$ cat config.mk
export PLATFORM = sky130hd
export DESIGN_NAME = scratchpad_backdoor_arbiter
export DESIGN_NICKNAME = d
export VERILOG_FILES = /design/src/rtl/scratchpad_backdoor_arbiter.sv
export SDC_FILE = /design/constraint.sdc
export NUM_CORES = 1
export LEC_CHECK = 0
export CAP_MARGIN = 5
export CORE_AREA = 2 2 246 248
export CTS_CLUSTER_DIAMETER = 200
export DETAILED_ROUTE_END_ITERATION = 10
export DIE_AREA = 0 0 248 250
export PLACE_DENSITY = 0.48
export SYNTH_ARGS = -nofsm -noshare
export SYNTH_HDL_FRONTEND = slang
export SYNTH_SLANG_ARGS = --single-unit
export TNS_END_PERCENT = 20
$ cat constraint.sdc
create_clock -name clk -period 6.6 [get_ports clk]
set_input_delay 0.66 -clock clk [delete_from_list [all_inputs] [get_ports clk]]
set_output_delay 0.66 -clock clk [all_outputs]
set_load 0.005 [all_outputs]
$ cat src/rtl/scratchpad_backdoor_arbiter.sv
// Scratchpad backdoor arbiter: round-robin arbitration of several backdoor
// requesters (printf engine, DPI read/write, ...) onto a single scratchpad
// port, one transaction outstanding at a time.
//
// state  | meaning
// -------+------------------------------------------------------------
// IDLE   | no transaction; round-robin grant pulses req_ready[w]
// ISSUE  | scratchpad access driven (write strobe or read address)
// RDWAIT | read address held; registered read data captured at cycle end
// RESP   | rsp_valid[w] pulse; back to IDLE
module scratchpad_backdoor_arbiter #(
  parameter int NUM_REQ = 4,
  parameter int ADDR_W  = 32,
  parameter int DATA_W  = 64
) (
  input  logic                        clk,
  input  logic                        rst,
  input  logic [NUM_REQ-1:0]          req_valid,
  input  logic [NUM_REQ-1:0]          req_write,
  input  logic [NUM_REQ*ADDR_W-1:0]   req_addr,
  input  logic [NUM_REQ*DATA_W-1:0]   req_wdata,
  output logic [NUM_REQ-1:0]          req_ready,
  output logic [NUM_REQ-1:0]          rsp_valid,
  output logic [DATA_W-1:0]           rsp_rdata,
  output logic [ADDR_W-1:0]           mem_addr,
  output logic                        mem_write,
  output logic [DATA_W/8-1:0]         mem_mask,
  output logic [DATA_W-1:0]           mem_wdata,
  input  logic [DATA_W-1:0]           mem_rdata,
  output logic                        busy
);

  localparam int IDX_W  = (NUM_REQ > 1) ? $clog2(NUM_REQ) : 1;
  localparam int MASK_W = DATA_W / 8;

  typedef enum logic [1:0] {
    IDLE   = 2'd0,
    ISSUE  = 2'd1,
    RDWAIT = 2'd2,
    RESP   = 2'd3
  } state_t;

  state_t             state;
  logic [IDX_W-1:0]   last_grant;
  logic [IDX_W-1:0]   cur_id;
  logic               cur_write;

  logic               found;
  logic [IDX_W-1:0]   winner;
  logic               sel_write;
  logic [ADDR_W-1:0]  sel_addr;
  logic [DATA_W-1:0]  sel_wdata;

  // Byte offset within the 8-byte word is dropped on purpose.
  logic               unused_addr_lsb;

  // Requester index offset positions past base, wrapping modulo NUM_REQ.
  function automatic logic [IDX_W-1:0] rr_index(input logic [IDX_W-1:0] base,
                                                  input int offset);
    int sum;
    sum = (int'(base) + offset) % NUM_REQ;
    return IDX_W'(sum);
  endfunction

  // Round-robin search starting one past the previous winner.
  always_comb begin
    found  = 1'b0;
    winner = last_grant;
    for (int i = 1; i <= NUM_REQ; i++) begin
      if (!found && req_valid[rr_index(last_grant, i)]) begin
        found  = 1'b1;
        winner = rr_index(last_grant, i);
      end
    end
  end

  // Fields of the winning requester.
  always_comb begin
    sel_write = req_write[winner];
    sel_addr  = req_addr[int'(winner)*ADDR_W +: ADDR_W];
    sel_wdata = req_wdata[int'(winner)*DATA_W +: DATA_W];
  end

  assign unused_addr_lsb = ^sel_addr[2:0];

  // Accept pulse is only possible in IDLE, and never while reset is held.
  always_comb begin
    req_ready = '0;
    if (state == IDLE && found && !rst) begin
      req_ready[winner] = 1'b1;
    end
  end

  // Transaction sequencer with registered scratchpad and response outputs.
  always_ff @(posedge clk or posedge rst) begin
    if (rst) begin
      state      <= IDLE;
      last_grant <= IDX_W'(NUM_REQ - 1);
      cur_id     <= '0;
      cur_write  <= 1'b0;
      rsp_valid  <= '0;
      rsp_rdata  <= '0;
      mem_addr   <= '0;
      mem_write  <= 1'b0;
      mem_mask   <= '0;
      mem_wdata  <= '0;
      busy       <= 1'b0;
    end else begin
      rsp_valid <= '0;
      case (state)
        IDLE: begin
          if (found) begin
            state      <= ISSUE;
            busy       <= 1'b1;
            last_grant <= winner;
            cur_id     <= winner;
            cur_write  <= sel_write;
            mem_addr   <= {sel_addr[ADDR_W-1:3], 3'b000};
            mem_write  <= sel_write;
            mem_mask   <= {MASK_W{sel_write}};
            mem_wdata  <= sel_wdata & {DATA_W{sel_write}};
          end
        end
        ISSUE: begin
          mem_write <= 1'b0;
          mem_mask  <= '0;
          mem_wdata <= '0;
          if (cur_write) begin
            mem_addr          <= '0;
            rsp_valid[cur_id] <= 1'b1;
            state             <= RESP;
          end else begin
            state <= RDWAIT;
          end
        end
        RDWAIT: begin
          mem_addr          <= '0;
          rsp_rdata         <= mem_rdata;
          rsp_valid[cur_id] <= 1'b1;
          state             <= RESP;
        end
        RESP: begin
          busy  <= 1'b0;
          state <= IDLE;
        end
        default: begin
          busy  <= 1'b0;
          state <= IDLE;
        end
      endcase
    end
  end

endmodule

# Word-level counts from Yosys, hierarchy flattened
# Cells that the tools add are included.
# totals
ff_bits	181
out_inout_bits	178
in_bits	458
# op_classes
reduce_logical	19
n_mux	39
eq_ne	5
order_cmp	8
shifts	2
bitwise_logic	1
n_addsub	4
# op_table
op	n
256-bit by 9-bit indexed part select with 64-bit output	1
64-bit case mux with 2 select lines	1
128-bit by 8-bit indexed part select with 32-bit output	1
32-bit case mux with 3 select lines	1
64-bit bitwise AND	1
32-bit 2-to-1 mux	2
64-bit 2-to-1 mux	1
2-bit by 3-bit less-than comparator with 1-bit output (second input constant)	6
8-bit case mux with 2 select lines	1
1-bit 2-to-1 mux	14
1-bit binary-select mux with 2-bit select	5
2-bit 2-to-1 mux	5
4-bit 2-to-1 mux	2
8-bit 2-to-1 mux	1
2-bit case mux with 4 select lines	1
4-bit case mux with 2 select lines	1
1-bit logical AND	7
2-bit AND reduction	3
2-bit by 1-bit adder with 2-bit output (second input constant)	2
2-bit adder (second input constant)	2
1-bit demux with 2-bit select	2
2-bit == test (second input constant)	2
2-bit by 1-bit greater-or-equal comparator with 1-bit output (second input constant)	2
1-bit zero test	4
other kinds (7)	10

# Depth between registers and ports, before layout
# depth
ltp_word	18
mapped_depth	9
ltp_nobuf	7

# Worst setup path before layout
# No wires, ideal clock.
# synth_timing
path_kind	register to output
start	reg last_grant[1]
end	out req_ready[0]
t_arrival_ps	1882
setup_slack_ps	4058
t_required_ps	5940
stages_incl_launch_ff	8
cell_sequence	dfstp_2 buf_2 mux2i_1 nor2_1 a211oi_4 buf_2 buf_1 and3_1
# synth_via
elab_chain_len	18
elab_cells_between_ends	34
classes_between	4 x add/sub; 2 x order compare; 19 x mux; 9 x reduce/logical
# synth_lines
item	line_no	rtl
start: declaration	44	logic [IDX_W-1:0] last_grant;
start signal: assignment	98	last_grant <= IDX_W'(NUM_REQ - 1);
start signal: assignment	115	last_grant <= winner;
2-bit by 1-bit adder with 2-bit output	61	sum = (int'(base) + offset) % NUM_REQ;
1-bit binary-select mux with 2-bit select	70	if (!found && req_valid[rr_index(last_grant, i)]) begin
1-bit 2-to-1 mux (implied by the code)	70	
1-bit 2-to-1 mux	70	
1-bit zero test	70	
1-bit logical AND	70	
1-bit 2-to-1 mux	70	
1-bit zero test	70	
(+2 left out)	-	
1-bit zero test	70	
1-bit logical AND	70	
2-bit 2-to-1 mux	70	
2-bit by 3-bit less-than comparator with 1-bit output (implied by the code) or 2-bit by 1-bit greater-or-equal comparator with 1-bit output (tied branches)	90	req_ready[winner] = 1'b1;
1-bit logical AND (implied by the code)	90	
1-bit 2-to-1 mux (implied by the code)	90	
1-bit demux with 2-bit select	90	
4-bit 2-to-1 mux (*)	89	if (state == IDLE && found && !rst) begin
end: declaration	22	output logic [NUM_REQ-1:0] req_ready,
# Mark *: on every way between the ends. The rest lies on a longest branch, timed or not. The select of a mux whose other input is x is not followed.

# Worst setup path in the final report
# layout_timing
start	in req_valid[3]
end	out req_ready[0]
# layout_via
elab_chain_len	17
elab_cells_between_ends	30
classes_between	2 x order compare; 19 x mux; 9 x reduce/logical
# layout_lines
item	line_no	rtl
start: declaration	18	input logic [NUM_REQ-1:0] req_valid,
1-bit binary-select mux with 2-bit select	70	
1-bit 2-to-1 mux (implied by the code)	70	
1-bit 2-to-1 mux	70	
1-bit zero test	70	
1-bit logical AND	70	
1-bit 2-to-1 mux	70	
1-bit zero test	70	
1-bit logical AND	70	
1-bit 2-to-1 mux	70	
1-bit zero test	70	
1-bit logical AND	70	
2-bit 2-to-1 mux	70	
2-bit by 3-bit less-than comparator with 1-bit output (implied by the code) or 2-bit by 1-bit greater-or-equal comparator with 1-bit output (tied branches)	90	
1-bit logical AND (implied by the code)	90	
1-bit 2-to-1 mux (implied by the code)	90	
1-bit demux with 2-bit select	90	
4-bit 2-to-1 mux (*)	89	
# Marked as above.

==> flow_summary.toml <==
[placement]
detailed_place_hpwl_mm = 32.4
globalplace.congestion = 0.807
port-buffer-count = 620
place.detailed.instances = 2284

[clocking]
ctsHtreeMaxLevel = 4
post-cts-setup-buffers = 0
clk_pin_slew_ns = 0.07
cts_root_buffer = "sky130_fd_sc_hd__clkbuf_16"
cts_buffers = 17
clock_path_buffers = 2
cts_tree = "built"
cts-resized-gates = 0
source_to_sink_clock_delay_at_the_later_pin_of_the_worst_skew_pair_ns = 0.48
postCtsHoldBufs = 0
sink_count_of_the_clock_tree = 170

[die]
dieArea_um2 = 62000
io-pin-count = 636
core_area_um2 = 59600
floorplan.initialDensity_pct = 15.6
die_h_um = 250
floorplan.die.width_um = 248
placement_rows = 90

[timing]
tightest_slew_ns = 0.951
grt_setup_unrepaired = "no"
worst_case_clock_skew_ns = 0.0148
tns_setup_ns = 0
hold_viol_final = 0
post-route-min-period_ns = 3.79
worst_hold_slack_ns = 0.505
layout_worst_path_cycle_share_pct = 57.4
maxSlewViolCount = 0
maxSlewHeadroom_pct = 36.6
fmax_ghz = 0.264
timing.final.setup_violations = 0

[global_route]
globalRouteMet2Util_pct = 23.1
grt-ovfl-total = 0
global_route_met1_utilization_pct = 15.6
global_route.usage.total_pct = 13.7
grt_first_pass_wirelength_mm = 62.6
grt_max_degree = 124
groute.layer.met3.usage_pct = 4.79
via_count_of_the_first_global_routing_pass = 9996
grt_antenna_before_repair = 6
busiest_layer = "met2"

[cells_and_area]
area.sequential_um2 = 4260
utilization_pct = 28.3
drive_above_1_share_pct = 7.89
multi_input_area_um2 = 4580
finish.cell_count_without_fillers = 2318
layout.filler_cells = 6362
final_nets = 1984
syn_to_final_growth_pct = 81.8

[synth]
synth-edff-count = 0
cell_taking_the_most_area_after_synthesis = "sky130_fd_sc_hd__dfrtp_1"
synth.yosys.seq_area_share_pct = 45.9
netlist_top_cells_count = "sky130_fd_sc_hd__nand2_1 (200), sky130_fd_sc_hd__dfrtp_1 (168), sky130_fd_sc_hd__a31oi_1 (94), sky130_fd_sc_hd__a211oi_1 (93), sky130_fd_sc_hd__a22o_1 (93)"
synth.distinct_cells = 33
asr_flop_ratio_synth_pct = 100
synth.ff_latch_count = 170
post-synth-top-count-cell = "sky130_fd_sc_hd__nand2_1"
synthFlopType = "sky130_fd_sc_hd__dfrtp_1"
total_of_warnings_raised_by_yosys = 0
syn-instance-count = 968
area_of_the_mapped_netlist_um2 = 9270
avg_inst_size_synth_um2 = 9.58
synth_top_area_share_pct = 45.3
synthTopCellsByArea = "sky130_fd_sc_hd__dfrtp_1 (45%), sky130_fd_sc_hd__a22o_1 (8.8%), sky130_fd_sc_hd__nand2_1 (8.1%), sky130_fd_sc_hd__mux2_2 (7.9%), sky130_fd_sc_hd__a211oi_1 (7.5%)"

[critical_path]
worstReg2RegStart = "last_grant[1]"
critical-path-top-cell-by-count = "sky130_fd_sc_hd__clkdlybuf4s50_1"
critical_path.startpoint = "req_valid[3]"
critPathArrivalTime_ns = 3.13
max_stage_delay_ns = 0.56
termination_of_the_worst_setup_path = "req_ready[0]"
crit_chain = "clkdlybuf4s50_1 > mux2i_1 > nor2_1 > a211oi_4 > buf_4 > and3_1 > clkdlybuf4s50_1"
timing_worst_setup_path_type = "in -> out"
worstPathMaxFanout = 61
startpoint_type = "primary input"
setup.worst_path.end_class = "output pin"
critPathSlowestCell = "sky130_fd_sc_hd__buf_4"
reg2reg_to = "mem_wdata[21]"
cells_on_worst_reg2reg_path = 8
worst_ep_required_time_ns = 5.94
timing.reg2reg.setup_slack_ns = 3.29

[drt]
antenna_violating_nets_post_route = 0
routed_wirelength_mm = 43.5
violation_count_after_the_first_detailed_route_iteration = 284
remaining_drc_errors = 0
drt_first_pass_iters = 5
detail_route.wl_per_cell_um = 18.8
detailroute.via_count = 9713
routed_via_density = 4.19

[power_and_ir_drop]
cellLeakagePower_uw = 0.00656
vdd_ir_drop_max_mv = 0.227
cellPowerDensity_nw_per_um2 = 398

[job]
max_cap_violations = 0

[run_status]
status = "finished, final reports clean"

[worst_hold_path]
hold_class = "reg -> reg"
-- placed cells by master, fill, tap and decap left out, types with 2 or more instances in the layout --
| cell | Yosys | routed |
|---|---|---|
| sky130_fd_sc_hd__and3_1 | 3 | 3 |
| sky130_fd_sc_hd__bufinv_16 | 0 | 6 |
| sky130_fd_sc_hd__dfstp_2 | 2 | 2 |
| sky130_fd_sc_hd__a211oi_1 | 93 | 93 |
| sky130_fd_sc_hd__inv_8 | 0 | 2 |
| sky130_fd_sc_hd__clkinv_4 | 0 | 2 |
| sky130_fd_sc_hd__diode_2 | 0 | 2 |
| sky130_fd_sc_hd__nor4_1 | 3 | 3 |
| sky130_fd_sc_hd__a21o_1 | 3 | 3 |
| sky130_fd_sc_hd__nand2b_1 | 2 | 2 |
| sky130_fd_sc_hd__mux2_2 | 65 | 65 |
| sky130_fd_sc_hd__and2_1 | 7 | 7 |
| sky130_fd_sc_hd__mux2i_1 | 3 | 3 |
| sky130_fd_sc_hd__buf_4 | 17 | 13 |
| sky130_fd_sc_hd__nand2_1 | 200 | 200 |
| sky130_fd_sc_hd__o21ai_0 | 8 | 7 |
| sky130_fd_sc_hd__a21oi_1 | 5 | 5 |
| sky130_fd_sc_hd__and2_0 | 87 | 87 |
| sky130_fd_sc_hd__ha_1 | 5 | 4 |
| sky130_fd_sc_hd__a31oi_1 | 94 | 93 |
| sky130_fd_sc_hd__a22o_1 | 93 | 93 |
| sky130_fd_sc_hd__nor3_1 | 2 | 2 |
| sky130_fd_sc_hd__dfrtp_1 | 168 | 168 |
| sky130_fd_sc_hd__nor2_1 | 8 | 7 |
| sky130_fd_sc_hd__clkdlybuf4s50_1 | 0 | 620 |
| sky130_fd_sc_hd__inv_1 | 6 | 5 |
| sky130_fd_sc_hd__conb_1 | 1 | 3 |
| sky130_fd_sc_hd__clkbuf_16 | 0 | 17 |
| sky130_fd_sc_hd__inv_6 | 0 | 3 |
-- cell type report --
class / count / share of cell area [%]
diodes: 2 / 0.0297
clock buffers: 18 / 2.55
clock inverters: 14 / 1.54
inverters: 6 / 0.178
multi-input cells: 692 / 27.2
flip-flops and latches: 170 / 25.2
well taps: 782 / 5.80
repair buffers: 634 / 37.5
-- per-stage QoR --
step / power, uW / worst slack [ns] / cell area (um2)
after floorplan: 3810 / 1.34 / 9280
after global placement: 5570 / 2.64 / 16200
after detailed placement: 5620 / 2.55 / 16200
after CTS: 6900 / 2.80 / 16900
after global routing: 7250 / 2.68 / 16900
final: 6710 / 2.81 / 16900
-- critical path, delay by kind of cell --
family | cells | cell delay (ns)
and+or+nand+nor | 2 | 0.35
muxes | 1 | 0.18
buffers and inverters | 3 | 1.60
AOI/OAI and AO/OA | 1 | 0.21
-- metal layers --
layer | vias to the layer above | wire (um)
met4 | 6 | 1400
met5 | - | 35
li1 | 4618 | -
met3 | 63 | 3800
met2 | 429 | 21000
met1 | 4597 | 17200
-- registers in the layout, summed over array words and instances (netlist names) --
signal / flops
last_grant: 2
cur_id: 2
mem_addr: 29
state: 2
rsp_valid: 4
mem_mask: 1
busy: 1
mem_wdata: 64
rsp_rdata: 64
cur_write: 1
-- cell families (layout without fill, tap and decap cells) --
logic type / after synthesis / after routing / synth area share [%]
buffers and inverters: 108 / 672 / 5.37
adder cells (fa/ha/maj): 5 / 5 / 0.675
other: 1 / 5 / 0.0404
flip-flops: 170 / 170 / 45.9
multiplexers: 68 / 68 / 8.22
AO/OA/AOI/OAI: 300 / 300 / 24.1
AND/OR/NAND/NOR: 316 / 316 / 15.7
-- power breakdown --
group / internal, uW / total (uW) / switching [uW]
logic: 1880 / 3810 / 1930
clock network: 720 / 1220 / 496
registers: 1460 / 1690 / 233
-- how the worst min path moves through the flow --
| stage | endpoint | slack, ns | cells after the start | from |
|---|---|---|---|---|
| 2_1_floorplan | rsp_valid[1] | 0.45 | 1 | cur_id[1] |
| 3_3_place_gp | rsp_rdata[44] | 0.49 | 1 | rsp_rdata[44] |
| 3_5_place_dp | mem_addr[31] | 0.49 | 1 | mem_addr[31] |
| 4_1_cts | rsp_valid[1] | 0.51 | 1 | cur_id[1] |
| 5_1_grt | mem_addr[26] | 0.52 | 1 | mem_addr[26] |
| 6_report | mem_wdata[53] | 0.50 | 1 | mem_wdata[53] |
No activity file was read; power rests on OpenSTA's default activity.
